`src/rtl/rpn_pkg.sv`:
```
// Shared opcode values and FSM state encoding for the RPN sequencer slice.
package rpn_pkg;

    localparam logic [1:0] OP_ADD = 2'b00;
    localparam logic [1:0] OP_SUB = 2'b01;
    localparam logic [1:0] OP_MUL = 2'b10;
    localparam logic [1:0] OP_DUP = 2'b11;

    typedef enum logic [2:0] {
        ST_IDLE  = 3'd0,
        ST_POP_B = 3'd1,
        ST_POP_A = 3'd2,
        ST_EXEC  = 3'd3,
        ST_PUSH  = 3'd4
    } state_t;

endpackage

```
`src/rtl/rpn_lifo.sv`:
```
// Private LIFO for the RPN sequencer: synchronous write, combinational top read.
module rpn_lifo #(
    parameter int W = 4,
    parameter int B = 8
) (
    input  logic         clk,
    input  logic         rst,
    input  logic         push,
    input  logic         pop,
    input  logic [B-1:0] wr_data,
    output logic [B-1:0] top,
    output logic [W:0]   depth,
    output logic         full,
    output logic         empty
);

    logic [B-1:0] mem_q [2**W];
    logic [W:0]   depth_q;
    logic [W:0]   depth_d;
    logic [W-1:0] rd_idx_s;

    assign full     = depth_q[W];
    assign empty    = (depth_q == {(W+1){1'b0}});
    assign depth    = depth_q;
    // Wraps to the last slot when full, which is exactly the top entry then.
    assign rd_idx_s = depth_q[W-1:0] - W'(1);
    assign top      = empty ? {B{1'b0}} : mem_q[rd_idx_s];

    // Next occupancy; push and pop are never requested together.
    always_comb begin
        depth_d = depth_q;
        if (push && !full) begin
            depth_d = depth_q + (W+1)'(1);
        end else if (pop && !empty) begin
            depth_d = depth_q - (W+1)'(1);
        end else begin
            depth_d = depth_q;
        end
    end

    // Occupancy register.
    always_ff @(posedge clk or posedge rst) begin
        if (rst) begin
            depth_q <= {(W+1){1'b0}};
        end else begin
            depth_q <= depth_d;
        end
    end

    // Storage array; contents after reset are don't-care.
    always_ff @(posedge clk) begin
        if (push && !full) begin
            mem_q[depth_q[W-1:0]] <= wr_data;
        end
    end

endmodule

```
`src/rtl/rpn_sequencer.sv`:
```
// Reverse-Polish sequencer: drives a private LIFO from a token stream.
// Define RPN_MUL_EN to enable opcode 10 (MUL); otherwise it raises ill_err.
module rpn_sequencer
    import rpn_pkg::*;
#(
    parameter int W = 4,
    parameter int B = 8
) (
    input  logic         clk,
    input  logic         rst,
    input  logic         tok_valid,
    output logic         tok_ready,
    input  logic         tok_is_op,
    input  logic [B-1:0] tok_data,
    output logic [B-1:0] result,
    output logic         result_valid,
    output logic [B-1:0] top,
    output logic [W:0]   depth,
    output logic         ovf_err,
    output logic         unf_err,
    output logic         ill_err,
    input  logic         err_clr
);

    state_t       state_q, state_d;
    logic [B-1:0] a_q, a_d, b_q, b_d, r_q, r_d, result_q, result_d;
    logic [1:0]   op_q, op_d;
    logic         tok_ready_q, tok_ready_d, rv_q, rv_d;
    logic         ovf_q, ovf_d, unf_q, unf_d, ill_q, ill_d;
    logic         ovf_set_s, unf_set_s, ill_set_s;
    logic         push_s, pop_s, full_s, empty_s, tok_acc_s;
    logic [B-1:0] wr_data_s;

    function automatic logic [B-1:0] alu(input logic [1:0] op,
                                         input logic [B-1:0] a,
                                         input logic [B-1:0] b);
        case (op)
            OP_ADD:  alu = a + b;
            OP_SUB:  alu = a - b;
`ifdef RPN_MUL_EN
            OP_MUL:  alu = a * b;
`endif
            default: alu = {B{1'b0}};
        endcase
    endfunction

    rpn_lifo #(.W(W), .B(B)) u_lifo (
        .clk     (clk),
        .rst     (rst),
        .push    (push_s),
        .pop     (pop_s),
        .wr_data (wr_data_s),
        .top     (top),
        .depth   (depth),
        .full    (full_s),
        .empty   (empty_s)
    );

    assign tok_acc_s    = tok_valid && tok_ready_q;
    assign tok_ready    = tok_ready_q;
    assign result       = result_q;
    assign result_valid = rv_q;
    assign ovf_err      = ovf_q;
    assign unf_err      = unf_q;
    assign ill_err      = ill_q;

    // Next-state, datapath and stack-control decode.
    always_comb begin
        state_d   = state_q;
        a_d       = a_q;
        b_d       = b_q;
        r_d       = r_q;
        op_d      = op_q;
        push_s    = 1'b0;
        pop_s     = 1'b0;
        wr_data_s = r_q;
        ovf_set_s = 1'b0;
        unf_set_s = 1'b0;
        ill_set_s = 1'b0;
        case (state_q)
            ST_IDLE: begin
                if (!tok_acc_s) begin
                    state_d = ST_IDLE;
                end else if (!tok_is_op) begin
                    if (!full_s) begin
                        push_s    = 1'b1;
                        wr_data_s = tok_data;
                    end else begin
                        ovf_set_s = 1'b1;
                    end
                end else begin
                    case (tok_data[1:0])
                        OP_DUP: begin
                            if (empty_s) begin
                                unf_set_s = 1'b1;
                            end else if (full_s) begin
                                ovf_set_s = 1'b1;
                            end else begin
                                r_d     = top;
                                state_d = ST_PUSH;
                            end
                        end
`ifndef RPN_MUL_EN
                        // Illegal opcode is reported ahead of any underflow.
                        OP_MUL: ill_set_s = 1'b1;
`endif
                        default: begin
                            if (depth >= (W+1)'(2)) begin
                                op_d    = tok_data[1:0];
                                state_d = ST_POP_B;
                            end else begin
                                unf_set_s = 1'b1;
                            end
                        end
                    endcase
                end
            end
            ST_POP_B: begin
                b_d     = top;
                pop_s   = 1'b1;
                state_d = ST_POP_A;
            end
            ST_POP_A: begin
                a_d     = top;
                pop_s   = 1'b1;
                state_d = ST_EXEC;
            end
            ST_EXEC: begin
                r_d     = alu(op_q, a_q, b_q);
                state_d = ST_PUSH;
            end
            ST_PUSH: begin
                push_s  = 1'b1;
                state_d = ST_IDLE;
            end
            default: state_d = ST_IDLE;
        endcase

        // Outputs are registered, so they are decoded from the next state.
        if (state_d == ST_PUSH) begin
            rv_d     = 1'b1;
            result_d = r_d;
        end else begin
            rv_d     = 1'b0;
            result_d = result_q;
        end
        tok_ready_d = (state_d == ST_IDLE);
        ovf_d = ovf_set_s | (ovf_q & ~err_clr);
        unf_d = unf_set_s | (unf_q & ~err_clr);
        ill_d = ill_set_s | (ill_q & ~err_clr);
    end

    // FSM, operand/result registers and sticky error flags.
    always_ff @(posedge clk or posedge rst) begin
        if (rst) begin
            state_q     <= ST_IDLE;
            a_q         <= {B{1'b0}};
            b_q         <= {B{1'b0}};
            r_q         <= {B{1'b0}};
            op_q        <= 2'b00;
            result_q    <= {B{1'b0}};
            rv_q        <= 1'b0;
            tok_ready_q <= 1'b1;
            ovf_q       <= 1'b0;
            unf_q       <= 1'b0;
            ill_q       <= 1'b0;
        end else begin
            state_q     <= state_d;
            a_q         <= a_d;
            b_q         <= b_d;
            r_q         <= r_d;
            op_q        <= op_d;
            result_q    <= result_d;
            rv_q        <= rv_d;
            tok_ready_q <= tok_ready_d;
            ovf_q       <= ovf_d;
            unf_q       <= unf_d;
            ill_q       <= ill_d;
        end
    end

endmodule

```
`config.mk`:
```
export PLATFORM = sky130hd
export DESIGN_NAME = rpn_sequencer
export DESIGN_NICKNAME = d
export VERILOG_FILES = /design/src/rtl/rpn_pkg.sv /design/src/rtl/rpn_lifo.sv /design/src/rtl/rpn_sequencer.sv
export SDC_FILE = /design/constraint.sdc
export NUM_CORES = 1
export LEC_CHECK = 0
export ABC_AREA = 1
export BUFFER_PORTS_ARGS = -buffer_cell sky130_fd_sc_hd__buf_4
export CORE_MARGIN = 2
export CORE_UTILIZATION = 40
export CTS_CLUSTER_SIZE = 20
export DETAILED_ROUTE_END_ITERATION = 8
export GPL_TIMING_DRIVEN = 0
export SYNTH_ARGS = -nofsm -noshare
export SYNTH_HDL_FRONTEND = slang
export SYNTH_SLANG_ARGS = --single-unit
export TNS_END_PERCENT = 5
```
`constraint.sdc`:
```
create_clock -name clk -period 6.9 [get_ports clk]
set_input_delay 1.725 -clock clk [delete_from_list [all_inputs] [get_ports clk]]
set_output_delay 1.725 -clock clk [all_outputs]
set_load 0.01 [all_outputs]
```
# Word level (Yosys, flattened, before mapping)
# Memory sizes are Yosys's and may differ from the RTL's.
# Index checks and enable logic that the tools add are counted.
dict set report classes {
  addsub 5
  order_cmp 1
  n_eq_ne 8
  muxes 45
  bitwise 8
  reduce_logical 13
}
# op n
set ops {}
lappend ops {{two-way mux 8 bit} 10}
lappend ops {{case mux 8 bit (2 select lines)} 2}
lappend ops {{two-way mux 1 bit} 22}
lappend ops {{two-way mux 3 bit} 5}
lappend ops {{case mux 3 bit (4 select lines)} 1}
lappend ops {{two-way mux 5 bit} 2}
lappend ops {{adder 8 bit} 1}
lappend ops {{subtractor 8 bit} 1}
lappend ops {{== test 3 x 2 -> 1 bit, second input constant} 2}
lappend ops {{== test 3 bit, second input constant} 2}
lappend ops {{logical NOT 3 bit} 2}
lappend ops {{case mux 3 bit (2 select lines)} 1}
lappend ops {{adder 5 x 1 -> 5 bit, second input constant} 1}
lappend ops {{greater-or-equal comparator 5 x 2 -> 1 bit, second input constant} 1}
lappend ops {{logical NOT 5 bit} 1}
lappend ops {{AND reduction 5 bit} 1}
lappend ops {{subtractor 5 x 1 -> 5 bit, second input constant} 1}
lappend ops {{== test 2 bit, second input constant} 2}
lappend ops {{case mux 1 bit (2 select lines)} 2}
lappend ops {{OR reduction 2 bit} 2}
lappend ops {{subtractor 4 x 1 -> 4 bit, second input constant} 1}
lappend ops {{AND 1 bit} 3}
lappend ops {{== test 3 x 1 -> 1 bit, second input constant} 1}
lappend ops {{logical AND 1 bit} 3}
lappend ops {{other kinds (6)} 10}
dict set report totals {
  reg_bits 47
  mem_bits_rw 128
  input_bits 13
  out_inout_bits 26
  word_cells 93
  n_memories 1
}
# memory words width read_ports rd_clocked_by_memory_dff write_ports line_no
set mem_list {}
lappend mem_list {u_lifo.mem_q 16 8 1 0 1 rpn_lifo.sv:17} ;# logic [B-1:0] mem_q [2**W];

# Longest topological paths before layout
# An unclocked memory read counts as a cell.
dict set report logic_depth {
  ltp_word 9
  ltp_mapped 20
}

# Cells and area by module
# From an unflattened synthesis, not the netlist that was laid out.
dict set report hier_totals {
  cells_unflattened 817
  hier_area_um2 8104.0
}
# module n_inst cells_each area_per_inst_um2
set modules_own_cells {}
lappend modules_own_cells {rpn_lifo 1 503 5689.2}
lappend modules_own_cells {rpn_sequencer 1 314 2414.8}

# Worst setup path before layout
# OpenSTA, ideal clock, no wires.
dict set report synth_timing {
  kind {register to output}
  from {register u_lifo.depth_q[0] (netlist: u_lifo.depth[0])}
  to {output top[7]}
  arrival_ns 2.051
  path_slack_ns 3.124
  path_stages_with_launch 12
  path_buffers 4
  cell_sequence {dfrtp_1 -> inv_2 -> buf_4 -> buf_2 -> ha_1 -> buf_2 -> clkbuf_1 -> nand3_1 -> nand3_1 -> nand3_1 -> nand2_1 -> nor2_1}
}
dict set report synth_via {
  elab_chain_len 3
  elab_cells_between_ends 4
  classes_between {add/sub: 1; mux: 1; reduce/logical: 1; memory: 1}
}
# element line_no
set synth_rtl {}
lappend synth_rtl {{start: declaration} rpn_lifo.sv:18} ;# logic [W:0] depth_q;
lappend synth_rtl {{start signal: assignment} rpn_lifo.sv:44} ;# depth_q <= {(W+1){1'b0}};
lappend synth_rtl {{start signal: assignment} rpn_lifo.sv:46} ;# depth_q <= depth_d;
lappend synth_rtl {{subtractor 4 x 1 -> 4 bit} rpn_lifo.sv:26} ;# assign rd_idx_s = depth_q[W-1:0] - W'(1);
lappend synth_rtl {{memory read (16 x 8 bit)} --}
lappend synth_rtl {{two-way mux 8 bit (*)} rpn_lifo.sv:27} ;# assign top = empty ? {B{1'b0}} : mem_q[rd_idx_s];
lappend synth_rtl {{end: declaration} rpn_sequencer.sv:17} ;# output logic [B-1:0] top,
# Every way passes the cells marked *; elsewhere a longest branch is shown, timed or not.

# Worst setup path after layout
dict set report layout_timing {
  from {register u_lifo.depth_q[0] (netlist: u_lifo.depth[0])}
  to {output top[2]}
}
# Same word-level chain as after synthesis.

==> run metrics <==
status=completed; grt met2 use=31.3%; sequential share of power=around 29%; sw frac=between 40% and 50%; clk sinks=approximately 180; utilization after layout=46.9%; core area=0.0200 mm^2; Starting Density=40.3%; Final Max Slew Viols=0; combinational share of power=a little over half; Setup Viol. Count Final=0; post-DP HPWL=roughly 14 mm; width of the die=approximately 150 um; GRT Residual Overflow=0; Chip Height=between 100 and 150 um; final hold vios=0; cts hold-fix bufs=0; largest fanout on the critical path=12; Seq/Total Area, Yosys=roughly 62%; Synth cell types=32; asr flop ratio synth=between 20% and 30%; I/O Pins=39; vias in the first global route=5,603; antenna-violating nets left=0; min cycle time layout=between 5 and 6 ns; initial antenna violation count=0; crit-path most repeated cell=nand3_1; Clock Power Share=between 10% and 20%; Cell Area, Synth=~0.0081 mm^2; global placer's final weighted congestion=0.822; slowest cell on the critical path=dfrtp_1; Total GRT Usage=between 10% and 20%; Max-cap violations=0; CP Data Arrival Time=roughly 3.5 ns; Synth top area share=between 40% and 50%; Main synth FF type=edfxtp_1; post-synthesis area per instance=9.91 um^2; Clk pin slew, worst setup/hold paths=around 0.070 ns; Worst Hold Class=reg2reg; Setup crit start kind=register; die footprint=between 0.02 and 0.025 mm^2; Max Root-Sink Buffers=2; grt met3 use=~4.2%; post-CTS sizing=0; top cells by area, synth=edfxtp_1, dfrtp_1, nand2_1; vias=slightly below 6,000; CTS Root Cell=clkbuf_16; Cells after Synth=about 820; Internal=approximately 2.9 mW; CP Class=reg2out; Final WS setup=1.71 ns; Slew headroom=a little over an eighth; Post-CTS Setup Bufs=0; Critical Path RT=5.18 ns; crit-path max cell delay=approximately 0.57 ns; final period utilization=75.3%; Port Buffer Count=38; Power Total=around 5.2 mW; switching component of the power=approximately 2.4 mW; number of flops mapped to enable cells by yosys=128; Worst IR Drop VDD=about 220 uV; setup TNS=0 ns; Leak Pwr=between 3 and 4 nW; Pre-antenna DRT Iters=5; largest net degree at the start of global routing=35; initial DRC count=498; Post-Route WL=roughly 20 mm; Peak Freq=between 150 and 200 MHz; post-route DRC violation count=0; Inserted Diodes=0; Area Overhead vs Synth=16.2%; Non-Filler Instances=1,159; standard-cell rows=52; syn nets=around 850; GR Util met1=about 27%; CTS tree=done; Synth area leader=edfxtp_1; RSZ-0062 raised after global routing=false; global-route wire length before repair=31.3 mm; Avg Vias per Cell=5.01; CP cell instances=inv_2 -> buf_4 -> buf_2 -> ha_1 -> buf_2 -> clkbuf_1 -> nand3_1 -> nand3_1 -> nand3_1 -> nand2_1 -> nor2_2 -> buf_4; CTS Buf Count=17; Yosys warning count=0; DR WL/cell=17.3 um; Worst Max-Slew Pin Slew=between 1 and 1.5 ns; DP Cell Count=1,128; clock latency on the worst-skew pair=~0.43 ns; CTS H-tree depth=4; worst slack at placement=between 2 and 2.5 ns; busiest layer in global routing=met2; Yosys reg bits=around 180; layout cell share with drive strength beyond 1=roughly 15%; clock skew=~0.017 ns; CP endpoint kind=output port; PwrDens=approximately 560 mW/mm^2; Final #Nets=roughly 900
through the flow:
step / area [um^2] / hold slack, ns
after floorplan: 8090 / 0.456
after global placement: 8710 / 0.470
after detailed placement: 8780 / 0.471
after CTS: 9390 / 0.490
after global routing: 9400 / 0.516
final: 9400 / 0.485
path summary, 6_finish.rpt:
| kind | start | to | slack (ns) | cells past startpoint |
|---|---|---|---|---|
| hold / removal | result[6] | result[6] | 0.48 | 2 |
| max in group asynchronous | rst | tok_ready | 5.08 | 3 |
| setup reg to reg | u_lifo.depth[0] | result[2] | 3.67 | 15 |
| setup / recovery | u_lifo.depth[0] | top[2] | 1.71 | 12 |
| min in group asynchronous | rst | a_q[3] | 1.26 | 2 |
| hold reg to reg | result[6] | result[6] | 0.48 | 2 |
layout make-up:
cell class / instances / area [um^2]
Fill cell: 1903 / 10600
Sequential cell: 175 / 5020
Multi-Input combinational cell: 545 / 2660
Clock buffer: 18 / 429
Timing Repair Buffer: 42 / 347
Tap cell: 270 / 338
Inverter: 67 / 251
Buffer: 29 / 179
Clock inverter: 13 / 176
metal layers:
layer  wire [um]  up-vias
li1            -     2853
met1        9210     2772
met2        9450      145
met3        1060       32
met4         302        0
met5           0        -
kinds of logic after synthesis:
| family | Yosys count | share of synthesized area (%) |
|---|---|---|
| DFF | 175 | 62.1 |
| muxes | 5 | 0.696 |
| buffers and inverters | 96 | 5.32 |
| and+or+nand+nor | 465 | 24.5 |
| xor gates and xnor gates | 12 | 1.49 |
| AOI/OAI and AO/OA | 45 | 2.88 |
| adders and majority gates | 18 | 2.97 |
critical path: cells and delay by family, from the launching register on:
family / cells / cell delay, ns
buffers and inverters: 6 / 1.35
AND/OR/NAND/NOR: 5 / 0.81
flip-flops: 1 / 0.57
adder cells (fa/ha/maj): 1 / 0.30
power by group through the flow:
stage	clock network (mW)	registers [mW]	logic, mW
floorplan	0	1.50	1.74
global placement	0	1.52	2.66
detailed placement	0	1.52	2.72
CTS	1.01	1.50	2.73
global route	1.05	1.52	3.05
finish	1.00	1.50	2.74
cell usage in the layout (no fill, tap or decap), types with 7 or more instances in the layout:
| master | netlist | final |
|---|---|---|
| edfxtp_1 | 128 | 128 |
| buf_2 | 14 | 14 |
| clkbuf_16 | 0 | 17 |
| o21ai_0 | 11 | 10 |
| inv_1 | 59 | 58 |
| buf_4 | 4 | 42 |
| nand3_1 | 136 | 136 |
| xor2_1 | 10 | 10 |
| dfrtp_1 | 46 | 46 |
| clkbuf_1 | 6 | 7 |
| o21ai_1 | 13 | 14 |
| ha_1 | 16 | 16 |
| nand2_1 | 266 | 266 |
| inv_2 | 7 | 8 |
| nor2_1 | 34 | 34 |
| nor2_2 | 10 | 10 |
| a21oi_1 | 18 | 15 |
sequential cells by signal, indices dropped and copies added (netlist names):
name          cells
tok_ready         1
ovf_err           1
result_valid      1
b_q               8
result            8
u_lifo.depth      5
op_q              2
r_q               8
state_q           3
u_lifo.mem_q    128
unf_err           1
a_q               8
ill_err           1
synthesized netlist by cell type, drive strengths merged, types with 5 or more instances:
cell type	n
nor3	9
clkbuf	6
xor2	11
mux2	5
nand3	136
o21ai	25
nand2	269
dfrtp	46
nor2	44
a21oi	18
ha	16
edfxtp	128
buf	23
inv	66
(Power assumes the default switching activity.)
